`src/rtl/noc_wb_pkg.sv`:
```
// Shared types and constants for the Wishbone-to-SRAM byte-serialising responder.
package noc_wb_pkg;

  typedef enum logic [2:0] {
    IDLE,
    WR,
    RD,
    RD_LAST,
    ACK
  } state_e;

  localparam logic [31:0] SRAM_BASE = 32'h0000_1000;
  localparam int unsigned LANE_W    = 2;
  localparam int unsigned WB_DW     = 32;

endpackage

```
`src/rtl/wb_sram_responder.sv`:
```
// Wishbone classic slave that serialises each 32-bit word into four little-endian SRAM byte
// accesses. Define WB_RESP_ERR_EN to answer out-of-window requests with wbs_err_o.
module wb_sram_responder
  import noc_wb_pkg::*;
#(
  parameter logic [31:0] BASE_ADR = SRAM_BASE,
  parameter int unsigned SRAM_AW  = 8
) (
  input  logic               clk,
  input  logic               reset_n,
  input  logic               wbs_cyc_i,
  input  logic               wbs_stb_i,
  input  logic               wbs_we_i,
  input  logic [3:0]         wbs_sel_i,
  input  logic [31:0]        wbs_adr_i,
  input  logic [WB_DW-1:0]   wbs_dat_i,
  output logic [WB_DW-1:0]   wbs_dat_o,
  output logic               wbs_ack_o,
  output logic               wbs_err_o,
  output logic               sram_cen,
  output logic [7:0]         sram_wen,
  output logic [SRAM_AW-1:0] sram_a,
  output logic [7:0]         sram_d,
  input  logic [7:0]         sram_q
);

  localparam int unsigned WordW   = SRAM_AW - LANE_W;
  localparam logic [31:0] WinSize = 32'(1) << SRAM_AW;

  state_e             state_q, state_d;
  logic [LANE_W-1:0]  lane_q, lane_d, prev_lane;
  logic [WordW-1:0]   word_q, word_d;
  logic [WB_DW-1:0]   wdat_q, wdat_d;
  logic [WB_DW-1:0]   rbuf_q, rbuf_d;
  logic [3:0]         sel_q, sel_d;
  logic               we_q, we_d;
  logic               oor_q, oor_d;
  logic [31:0]        off;
  logic               req;

  // Unsigned subtraction: addresses below the base wrap high and land out of range.
  assign off       = wbs_adr_i - BASE_ADR;
  assign req       = wbs_cyc_i & wbs_stb_i;
  assign prev_lane = lane_q - 1'b1;
  assign sram_a    = {word_q, lane_q};

  always_ff @(posedge clk or negedge reset_n) begin
    if (!reset_n) begin
      state_q <= IDLE;
      lane_q  <= '0;
      word_q  <= '0;
      wdat_q  <= '0;
      rbuf_q  <= '0;
      sel_q   <= '0;
      we_q    <= 1'b0;
      oor_q   <= 1'b0;
    end else begin
      state_q <= state_d;
      lane_q  <= lane_d;
      word_q  <= word_d;
      wdat_q  <= wdat_d;
      rbuf_q  <= rbuf_d;
      sel_q   <= sel_d;
      we_q    <= we_d;
      oor_q   <= oor_d;
    end
  end

  always_comb begin
    state_d  = state_q;
    lane_d   = lane_q;
    word_d   = word_q;
    wdat_d   = wdat_q;
    rbuf_d   = rbuf_q;
    sel_d    = sel_q;
    we_d     = we_q;
    oor_d    = oor_q;
    sram_cen = 1'b1;
    sram_wen = 8'hFF;
    sram_d   = 8'h00;

    unique case (state_q)
      IDLE: begin
        if (req) begin
          word_d  = off[SRAM_AW-1:LANE_W];
          wdat_d  = wbs_dat_i;
          sel_d   = wbs_sel_i;
          we_d    = wbs_we_i;
          oor_d   = (off >= WinSize);
          lane_d  = '0;
          rbuf_d  = '0;
          if (off >= WinSize) begin
            state_d = ACK;
          end else if (wbs_we_i) begin
            state_d = WR;
          end else begin
            state_d = RD;
          end
        end
      end

      WR: begin
        if (!wbs_cyc_i) begin
          state_d = IDLE;
        end else begin
          // Deselected lanes still burn their cycle so write latency stays fixed.
          sram_cen = ~sel_q[lane_q];
          sram_wen = sel_q[lane_q] ? 8'h00 : 8'hFF;
          sram_d   = wdat_q[8*lane_q +: 8];
          lane_d   = lane_q + 1'b1;
          if (&lane_q) state_d = ACK;
        end
      end

      RD: begin
        if (!wbs_cyc_i) begin
          state_d = IDLE;
        end else begin
          sram_cen = 1'b0;
          // sram_q carries the byte issued in the previous lane.
          if (lane_q != '0) rbuf_d[8*prev_lane +: 8] = sram_q;
          lane_d = lane_q + 1'b1;
          if (&lane_q) state_d = RD_LAST;
        end
      end

      RD_LAST: begin
        if (!wbs_cyc_i) begin
          state_d = IDLE;
        end else begin
          rbuf_d[31:24] = sram_q;
          state_d       = ACK;
        end
      end

      ACK: state_d = IDLE;

      default: state_d = IDLE;
    endcase
  end

  assign wbs_dat_o = (state_q == ACK && !we_q && !oor_q) ? rbuf_q : '0;

`ifdef WB_RESP_ERR_EN
  assign wbs_ack_o = (state_q == ACK) && !oor_q;
  assign wbs_err_o = (state_q == ACK) && oor_q;
`else
  assign wbs_ack_o = (state_q == ACK);
  assign wbs_err_o = 1'b0;
`endif

endmodule

```
`config.mk`:
```
export PLATFORM = sky130hd
export DESIGN_NAME = wb_sram_responder
export DESIGN_NICKNAME = d
export VERILOG_FILES = /design/src/rtl/noc_wb_pkg.sv /design/src/rtl/wb_sram_responder.sv
export SDC_FILE = /design/constraint.sdc
export NUM_CORES = 1
export LEC_CHECK = 0
export ABC_AREA = 1
export CAP_MARGIN = 30
export CORE_ASPECT_RATIO = 0.8
export CORE_MARGIN = 8
export CORE_UTILIZATION = 51
export DETAILED_ROUTE_END_ITERATION = 8
export HOLD_SLACK_MARGIN = 0.02
export PLACE_DENSITY = 0.95
export SLEW_MARGIN = 30
export SYNTH_ARGS = -nofsm -noshare
export SYNTH_HDL_FRONTEND = slang
export SYNTH_SLANG_ARGS = --single-unit
```
`constraint.sdc`:
```
create_clock -name clk -period 4.7 [get_ports clk]
set_input_delay 0.47 -clock clk [delete_from_list [all_inputs] [get_ports clk]]
set_output_delay 0.47 -clock clk [all_outputs]
set_load 0.005 [all_outputs]
```
Word-level counts from Yosys, hierarchy flattened
Cells that the tools add are included.
- add/sub/neg operators: 4
- reductions and logical operators: 16
- $lt $le $gt $ge: 2
- bitwise logic cells: 2
- multiply operators: 0
- muxes and demuxes: 30
- eq/ne operators: 11
- divide/modulo/power cells: 0
- shift-type cells: 3
- operators by type and width (cell ; number):
    two-way mux 32 bit ; 4
    two-way mux 8 bit ; 6
    one-hot mux 24 bit (2 select lines) ; 1
    negation 5 -> 34 bit ; 1
    variable shift 8 x 34 -> 32 bit, first input constant ; 1
    indexed part select 8 x 34 -> 32 bit ; 1
    bitwise mux 32 bit ; 1
    >= comparator 32 x 9 -> 1 bit, second input constant ; 1
    indexed part select 32 x 6 -> 8 bit ; 1
    subtractor 32 x 13 -> 32 bit, second input constant ; 1
    one-hot mux 8 bit (3 select lines) ; 1
    two-way mux 3 bit ; 7
    one-hot mux 3 bit (4 select lines) ; 1
    != test 2 bit, second input constant ; 4
    == test 3 x 2 -> 1 bit, second input constant ; 2
    two-way mux 2 bit ; 3
    != test 3 bit, second input constant ; 2
    AND reduction 3 bit ; 2
    nonzero test 2 bit ; 3
    AND reduction 5 bit ; 1
    one-hot mux 2 bit (2 select lines) ; 1
    AND reduction 2 bit ; 2
    AND reduction 4 bit ; 1
    == test 3 x 1 -> 1 bit, second input constant ; 1
    15 further kinds ; 19
- register bits after elaboration: 81
- memories kept: 0
- bits in latches: 0
- output and inout bits: 59
- RAM bits: 0
- bits in read-only memories: 0

Longest topological paths before layout
Gate-level depths: netlist (run 1).
- word-level depth: 7
- depth in mapped cells: 12
- depth with buffers taken out: 12

Least setup slack after synthesis (run 1)
No wires, ideal clock.
- path kind: register to register
- from: reg lane_q[0]
- to: reg rbuf_q[24]
- cell stages (with the launch flop): 9
- data required time: 4.634 ns
- period minus slack after synthesis: 2.273 ns
- arrival time: 2.206 ns
- setup slack: 2.427 ns
- path through: dfrtp_1 -> inv_1 -> clkbuf_1 -> clkbuf_1 -> ha_1 -> inv_1 -> nand3_1 -> o31ai_1 -> a22o_1
- cells in the longest elaborated chain, start to end: 7
- ends and longest elaborated chain (what ; RTL line ; text):
    from (decl) ; wb_sram_responder.sv:31 ; logic [LANE_W-1:0] lane_q, lane_d, prev_lane;
    from (signal assigned) ; wb_sram_responder.sv:59 ; lane_q <= lane_d;
    subtractor 2 x 1 -> 2 bit ; wb_sram_responder.sv:44 ; assign prev_lane = lane_q - 1'b1;
    negation 5 -> 34 bit ; wb_sram_responder.sv:121 ; if (lane_q != '0) rbuf_d[8*prev_lane +: 8] = sram_q;
    indexed part select 8 x 34 -> 32 bit / variable shift 8 x 34 -> 32 bit (equally long branches) ; wb_sram_responder.sv:121 ;
    bitwise mux 32 bit ; wb_sram_responder.sv:121 ;
    two-way mux 32 bit ; wb_sram_responder.sv:121 ;
    two-way mux 32 bit ; wb_sram_responder.sv:116 ; if (!wbs_cyc_i) begin
    one-hot mux 8 bit (3 select lines) ; wb_sram_responder.sv:82 ; unique case (state_q)
    to (signal assigned) ; wb_sram_responder.sv:62 ; rbuf_q <= rbuf_d;
    to (decl) ; wb_sram_responder.sv:34 ; logic [WB_DW-1:0] rbuf_q, rbuf_d;
Several ways; a longest one is shown, not always the timed one. The select of a mux whose other input is x is not followed.
A chain may end at the register's enable or synchronous reset.

Worst setup path after layout (run 1)
- from: reg lane_q[1]
- to: out sram_wen[1]
- cells in the longest elaborated chain, start to end: 5
- ends and longest elaborated chain (what ; RTL line ; text):
    binary-select mux 1 bit (select 2 bit) ; wb_sram_responder.sv:108 ; sram_wen = sel_q[lane_q] ? 8'h00 : 8'hFF;
    two-way mux 1 bit (not written as such) ; wb_sram_responder.sv:108 ;
    two-way mux 8 bit ; wb_sram_responder.sv:108 ;
    two-way mux 8 bit ; wb_sram_responder.sv:103 ; if (!wbs_cyc_i) begin
    two-way mux 8 bit ; wb_sram_responder.sv:82 ;
    to (decl) ; wb_sram_responder.sv:21 ; output logic [7:0] sram_wen,
No other way between the ends. The select of a mux whose other input is x is not followed.

==> flow_summary.toml, run 1 <==
[sta]
setup_viol = 0
max-slew-margin-rel_pct = 50.58
rsz0062_at_grt = "no"
min_period_over_period_pct = 66.39
report.final.slew_viol_count = 0
timing.final.hold_violations = 0
timing.setup.tns_ns = 0
worst_clock_skew_ns = 0.004599
clock.fmax_ghz = 0.3205
finalWorstPathRequiredPeriod_ns = 3.121
worst-slew-pin-transition_ns = 0.7404

[global_routing]
grt_pass1_wl_mm = 21.28
grt_pass1_vias = 4524
grt_usage_pct = 21.66
grt_antenna_before_repair = 0
grt.overflow.total = 0
grt_max_degree = 82

[yosys]
post_synth_and_or_nand_nor_area_fraction_pct = 33.08
syn-instance-count = 620
synthXorXnorAreaFrac_pct = 0
synth_area_mm2 = 0.004584
synth.ff_latch_count = 81
main_combinational_cell_family_by_area_after_synthesis = "simple AND/OR/NAND/NOR gates"
muxShareOfSynthArea_pct = 0
synth_adder_area_share_pct = 1.910
synth_net_count = 708
synth_seq_area_share_pct = 44.21
synth_cell_type_count = 33
synth-compound-area-share_pct = 11.30
postSynthAreaPerCell_um2 = 7.394
synth-warning-count = 0

[run]
max_cap_viol_count = 0

[worst_setup_path]
cp.required_ns = 4.23
worstRegToRegCells = 6
endpoint_kind = "output port"
timing.critical_path.fanout_max = 14
critical_path.startpoint_type = "register"
worst-endpoint-arrival_ns = 2.65
critPathKind = "reg -> out"

[clock_network]
htree_num_levels = 3
clk_latency_ns = 0.35
cts_inserted_buffers = 9
clkTransAtPathRegs_ns = 0.08
cts_tree = "done"
cts_hold_buffers = 0
clock_path_buffers = 2
clock_sink_count = 81
clk_root_buffer_cell = "clkbuf_8"
postCtsSetupBuffers = 0
cts_repair_resize_count = 0

[die]
die-area_mm2 = 0.01230
coreArea_mm2 = 0.008882
chipWidth_um = 122
std_cell_rows = 31
die-height_um = 100.8
design.portCount = 140
start_util_pct = 51.61

[placement]
finalWeightedCongestion = 0.8474
hpwlAfterDp_mm = 9.936
portBuffers = 136

[power_and_ir_drop]
vdd_ir_drop_max_mv = 0.2449
leakagePower_uw = 0.002762
pnr_total_power_uw = 2183
power_density_mw_per_mm2 = 355.5

[cells_and_area]
num_antenna_cells = 0
layout-area-overhead-vs-synth_pct = 33.92
ratio_of_cells_with_drive_above_1_in_the_final_layout_pct = 6.729
finalNetCount = 826

[detailed_routing]
drt_pre_antenna_iters = 5
num_vias = 4564
route.antenna.remaining_nets = 0
avgViaCountPerCell = 5.319
routed_wl_mm = 13.18
drt_drc_violations_left = 0
detail_route.wl_per_cell_um = 15.36
drt-initial-drc-count = 412

[run_status]
outcome = "finished, final reports clean"

[hold_path]
worst_hold_path_type = "in -> async"
power by group:
part | internal, µW | switching, µW | leakage [µW] | total, µW
Sequential | 869 | 107 | 0.00106 | 976
Combinational | 252 | 397 | 0.00160 | 649
Clock | 301 | 256 | 0.000107 | 558
placed cells by master, fill, tap and decap left out, drive strengths merged:
master,instances
nand2,196
clkdlybuf4s50,135
nor2,103
dfrtp,81
inv,65
o21ai,45
nand3,37
o31ai,13
a21oi,11
clkbuf,10
nor3,9
a22o,8
ha,7
nand4,6
or2,3
buf,3
nand3b,2
bufinv,2
nor4,2
clkinv,2
a32o,1
conb,1
clkinvlp,1
synth_stat cells:
cell type	instances	share of area (%)
nor2_2	2	0.27
nor2_1	99	8.1
o21ai_2	13	2.5
nand4_1	6	0.82
nor2_4	2	0.49
o21ai_1	2	0.22
nor3_1	7	0.76
o21ai_4	1	0.35
nand3_1	37	4.0
buf_8	1	0.33
o31ai_1	13	2.1
buf_6	3	0.74
nand2_4	3	0.74
conb_1	1	0.082
or2_1	1	0.14
a32o_1	1	0.22
inv_1	59	4.8
o21ai_0	29	3.2
dfrtp_1	81	44
nand2_1	193	16
buf_4	8	1.3
clkbuf_1	14	1.1
a21oi_1	11	1.2
buf_2	5	0.55
a22o_1	8	1.5
nor3_4	2	0.71
or2_2	2	0.27
inv_4	2	0.27
nand3b_1	2	0.33
ha_1	7	1.9
nor4_1	1	0.14
nor4_4	1	0.46
inv_2	3	0.25
area by class of cell:
class / count / area (µm²)
Sequential cell: 81 / 2027
Fill cell: 693 / 2743
Clock inverter: 6 / 90.09
Tap cell: 115 / 143.9
Multi-Input combinational cell: 444 / 2128
Inverter: 64 / 245.2
Timing Repair Buffer: 138 / 1378
Clock buffer: 10 / 127.6
logic make-up (layout without fill, tap and decap cells):
family	Yosys count	after routing
buffers and inverters	95	218
other	1	1
and+or+nand+nor	358	358
DFF	81	81
AOI/OAI and AO/OA	78	78
adders and majority gates	7	7
per-stage QoR:
| stage | cells | worst slack [ns] | hold WS [ns] | utilization (%) | cell area [µm²] |
|---|---|---|---|---|---|
| after detailed placement | 842 | 1.681 | 0.4533 | 66.60 | 5916 |
| final | 858 | 1.579 | 0.1367 | 69.12 | 6140 |
| after floorplan | 620 | 2.427 | 0.1744 | - | 4584 |
| after CTS | 858 | 1.570 | 0.3064 | 69.05 | 6133 |
| after global routing | 858 | 1.453 | 0.1974 | 69.12 | 6140 |
| after global placement | 842 | 1.770 | 0.4478 | 66.60 | 5916 |
layer usage:
| metal | vias to the layer above | wire (µm) | global-route usage [%] | part of all wire, % |
|---|---|---|---|---|
| met5 | - | 0 | 0 | 0 |
| met4 | 0 | 218 | 5.771 | 1.7 |
| met3 | 27 | 1164 | 7.391 | 8.8 |
| met2 | 213 | 6470 | 36.41 | 49 |
| met1 | 2138 | 5321 | 25.84 | 40 |
| li1 | 2186 | - | - | - |
flip-flops by register name, indices dropped and copies added (netlist names):
name     count
sel_q        4
lane_q       2
state_q      3
we_q         1
wdat_q      32
rbuf_q      32
word_q       6
oor_q        1
final timing paths:
path,slack (ns),to,from
worst min-delay path,0.14,rbuf_q[6]$_DFFE_PN0P_,reset_n
worst max register to register,2.07,rbuf_q[27]$_DFFE_PN0P_,lane_q[1]$_DFFE_PN0P_
max in group asynchronous,4.05,wdat_q[27]$_DFFE_PN0P_,reset_n
min in group clk,0.47,wdat_q[27]$_DFFE_PN0P_,wdat_q[27]$_DFFE_PN0P_
worst max-delay path,1.58,sram_wen[1],lane_q[1]$_DFFE_PN0P_
worst min register to register,0.47,wdat_q[27]$_DFFE_PN0P_,wdat_q[27]$_DFFE_PN0P_
worst max-delay path, stage by stage (launching register included):
cell and delay (ns):
dfrtp_1 0.68, inv_1 0.38, a32o_1 0.39, or2_2 0.35, clkdlybuf4s50_1 0.50
No activity file was read; power rests on OpenSTA's default activity.
==> inputs of run 2 (changes only) <==
CORE_UTILIZATION = 48   (was 51)
PLACE_DENSITY = 0.92   (was 0.95)
clock period = 2.9 ns   (was 4.7 ns; I/O delays follow)
==> run 2 against run 1 <==
- the flow now finishes with violations (hold timing)
- die area grew 5.3%
- cell area grew 1.9%
- first-iteration DRC count increased by 3.6%
- critical path depth grew 4
- setup slack worse by 1.5 ns
- sequential power grew 62%
==> flow_summary.toml, run 2 (synthesis gave the netlist of run 1 again) <==
[sta]
rsz0062_at_grt = "no"
finalWorstPathRequiredPeriod_ns = 2.772
report.final.slew_viol_count = 0
min_period_over_period_pct = 95.58
setup_viol = 0
max-slew-margin-rel_pct = 51.75
timing.final.hold_violations = 16
timing.setup.tns_ns = 0
worst-slew-pin-transition_ns = 0.7238
clock.fmax_ghz = 0.3608
final.hold.worst_slack_ns = -0.03393
worst_clock_skew_ns = 0.006362

[clock_network]
cts_inserted_buffers = 9
cts_tree = "done"
clkTransAtPathRegs_ns = 0.06
cts_hold_buffers = 0
cts_repair_resize_count = 0
clock_sink_count = 81
postCtsSetupBuffers = 0
clock_path_buffers = 2
clk_latency_ns = 0.35
clk_root_buffer_cell = "clkbuf_16"
htree_num_levels = 3

[detailed_routing]
drt-initial-drc-count = 427
drt_drc_violations_left = 0
drt_pre_antenna_iters = 5
route.antenna.remaining_nets = 0
num_vias = 4544
avgViaCountPerCell = 5.241
routed_wl_mm = 13.24
detail_route.wl_per_cell_um = 15.27

[placement]
place_inst = 851
hpwlAfterDp_mm = 10.06
portBuffers = 136
finalWeightedCongestion = 0.8482

[power_and_ir_drop]
leakagePower_uw = 0.002817
combPwrFrac_pct = 27.9
vdd_ir_drop_max_mv = 0.3180
power_switching_uw = 1269
power.share.clock_pct = 30.1
power_density_mw_per_mm2 = 601.3
share_of_power_burned_in_registers_pct = 42.0
switching_share_pct = 33.71
pnr_total_power_uw = 3763
p_int_uw = 2495

[run_status]
violations = "hold timing"
outcome = "finished with violations"

[worst_setup_path]
cp.required_ns = 2.61
critical_path.startpoint_type = "register"
timing.critical_path.fanout_max = 12
worst-endpoint-arrival_ns = 2.48
endpoint_kind = "output port"
critPathKind = "reg -> out"

[die]
die-height_um = 103.4
std_cell_rows = 32
start_util_pct = 48.52
coreArea_mm2 = 0.009449
die-area_mm2 = 0.01295
design.portCount = 140
chipWidth_um = 125.3

[global_routing]
grt.overflow.total = 0
grt_pass1_wl_mm = 21.74
grt_antenna_before_repair = 0
grt_max_degree = 82
grt_usage_pct = 20.82
grt_pass1_vias = 4626

[cells_and_area]
multi_input_comb_area_mm2 = 0.002126
finalNetCount = 831
mostFrequentLayoutCell = "nand2_1"
stdcell_count = 867
final.fill_count = 771
final_cell_mix = "193 x nand2_1, 135 x clkdlybuf4s50_1, 99 x nor2_1, 81 x dfrtp_1, 59 x inv_1"
biggestRegsByFlops = "rbuf_q (32), wdat_q (32), word_q (6)"
layout-area-overhead-vs-synth_pct = 36.52
num_antenna_cells = 0
area.sequential_mm2 = 0.002027
ratio_of_cells_with_drive_above_1_in_the_final_layout_pct = 7.219

[hold_path]
worst_hold_path_type = "in -> async"

[run]
max_cap_viol_count = 0
run 2: cell count changes in the layout (fill, tap and decap cells not counted):
| cell | previous run | this run |
|---|---|---|
| nand2_1 | 192 | 193 |
| nand2_2 | 1 | 0 |
| bufinv_16 | 2 | 1 |
| buf_4 | 2 | 7 |
| clkinvlp_4 | 1 | 2 |
| clkbuf_16 | 0 | 9 |
| clkbuf_8 | 9 | 0 |
run 2: final timing paths:
kind / startpoint / endpoint / slack, ns / cells after the start
hold reg to reg: wdat_q[12]$_DFFE_PN0P_ / wdat_q[12]$_DFFE_PN0P_ / 0.47 / 2
setup reg to reg: state_q[0]$_DFFE_PN0P_ / rbuf_q[11]$_DFFE_PN0P_ / 0.78 / 8
min in group clk: wdat_q[12]$_DFFE_PN0P_ / wdat_q[12]$_DFFE_PN0P_ / 0.47 / 2
setup / recovery: state_q[0]$_DFFE_PN0P_ / sram_cen / 0.13 / 8
max in group asynchronous: reset_n / wdat_q[26]$_DFFE_PN0P_ / 2.42 / 1
hold / removal: reset_n / rbuf_q[15]$_DFFE_PN0P_ / -0.03 / 1
run 2: final cells by class:
class,count,area share [%]
repair buffers,143,22.61
inverters,64,3.918
multi-input cells,444,33.97
flip-flops and latches,81,32.39
well taps,119,2.379
clock inverters,6,1.080
clock buffers,10,3.659
run 2: metal layers:
| metal | part of all wire (%) | wire length, µm | up-vias | track usage, % |
|---|---|---|---|---|
| met5 | 0 | 0 | - | 0 |
| met4 | 1.6 | 208 | 0 | 7.369 |
| met3 | 7.3 | 965 | 19 | 5.635 |
| met2 | 50 | 6598 | 214 | 37.73 |
| met1 | 41 | 5466 | 2110 | 23.60 |
| li1 | - | - | 2201 | - |
run 2: critical path: stages (launching register included):
cell             delay (ns)
dfrtp_1                0.60
inv_1                  0.21
nand2_4                0.24
inv_4                  0.09
or2_1                  0.21
nand2_1                0.10
inv_1                  0.08
nand2_1                0.07
clkdlybuf4s50_1        0.53
run 2: power groups by stage:
stage / clock network (µW) / registers (µW) / logic [µW]
after floorplan: 0 / 1550 / 716
after global placement: 0 / 1580 / 999
after detailed placement: 0 / 1590 / 1050
after CTS: 1140 / 1580 / 1060
after global routing: 1200 / 1610 / 1200
final: 1130 / 1580 / 1050
run 2: through the flow:
stage,utilization (%),cell area (µm²),hold slack (ns),setup slack [ns]
floorplan,-,4584,-0.005591,0.6274
global placement,63.06,5958,0.4480,0.6116
detailed placement,63.06,5958,0.4536,0.5282
CTS,66.19,6255,0.1572,0.1486
global route,66.23,6259,0.02955,0.01419
finish,66.23,6259,-0.03393,0.1283
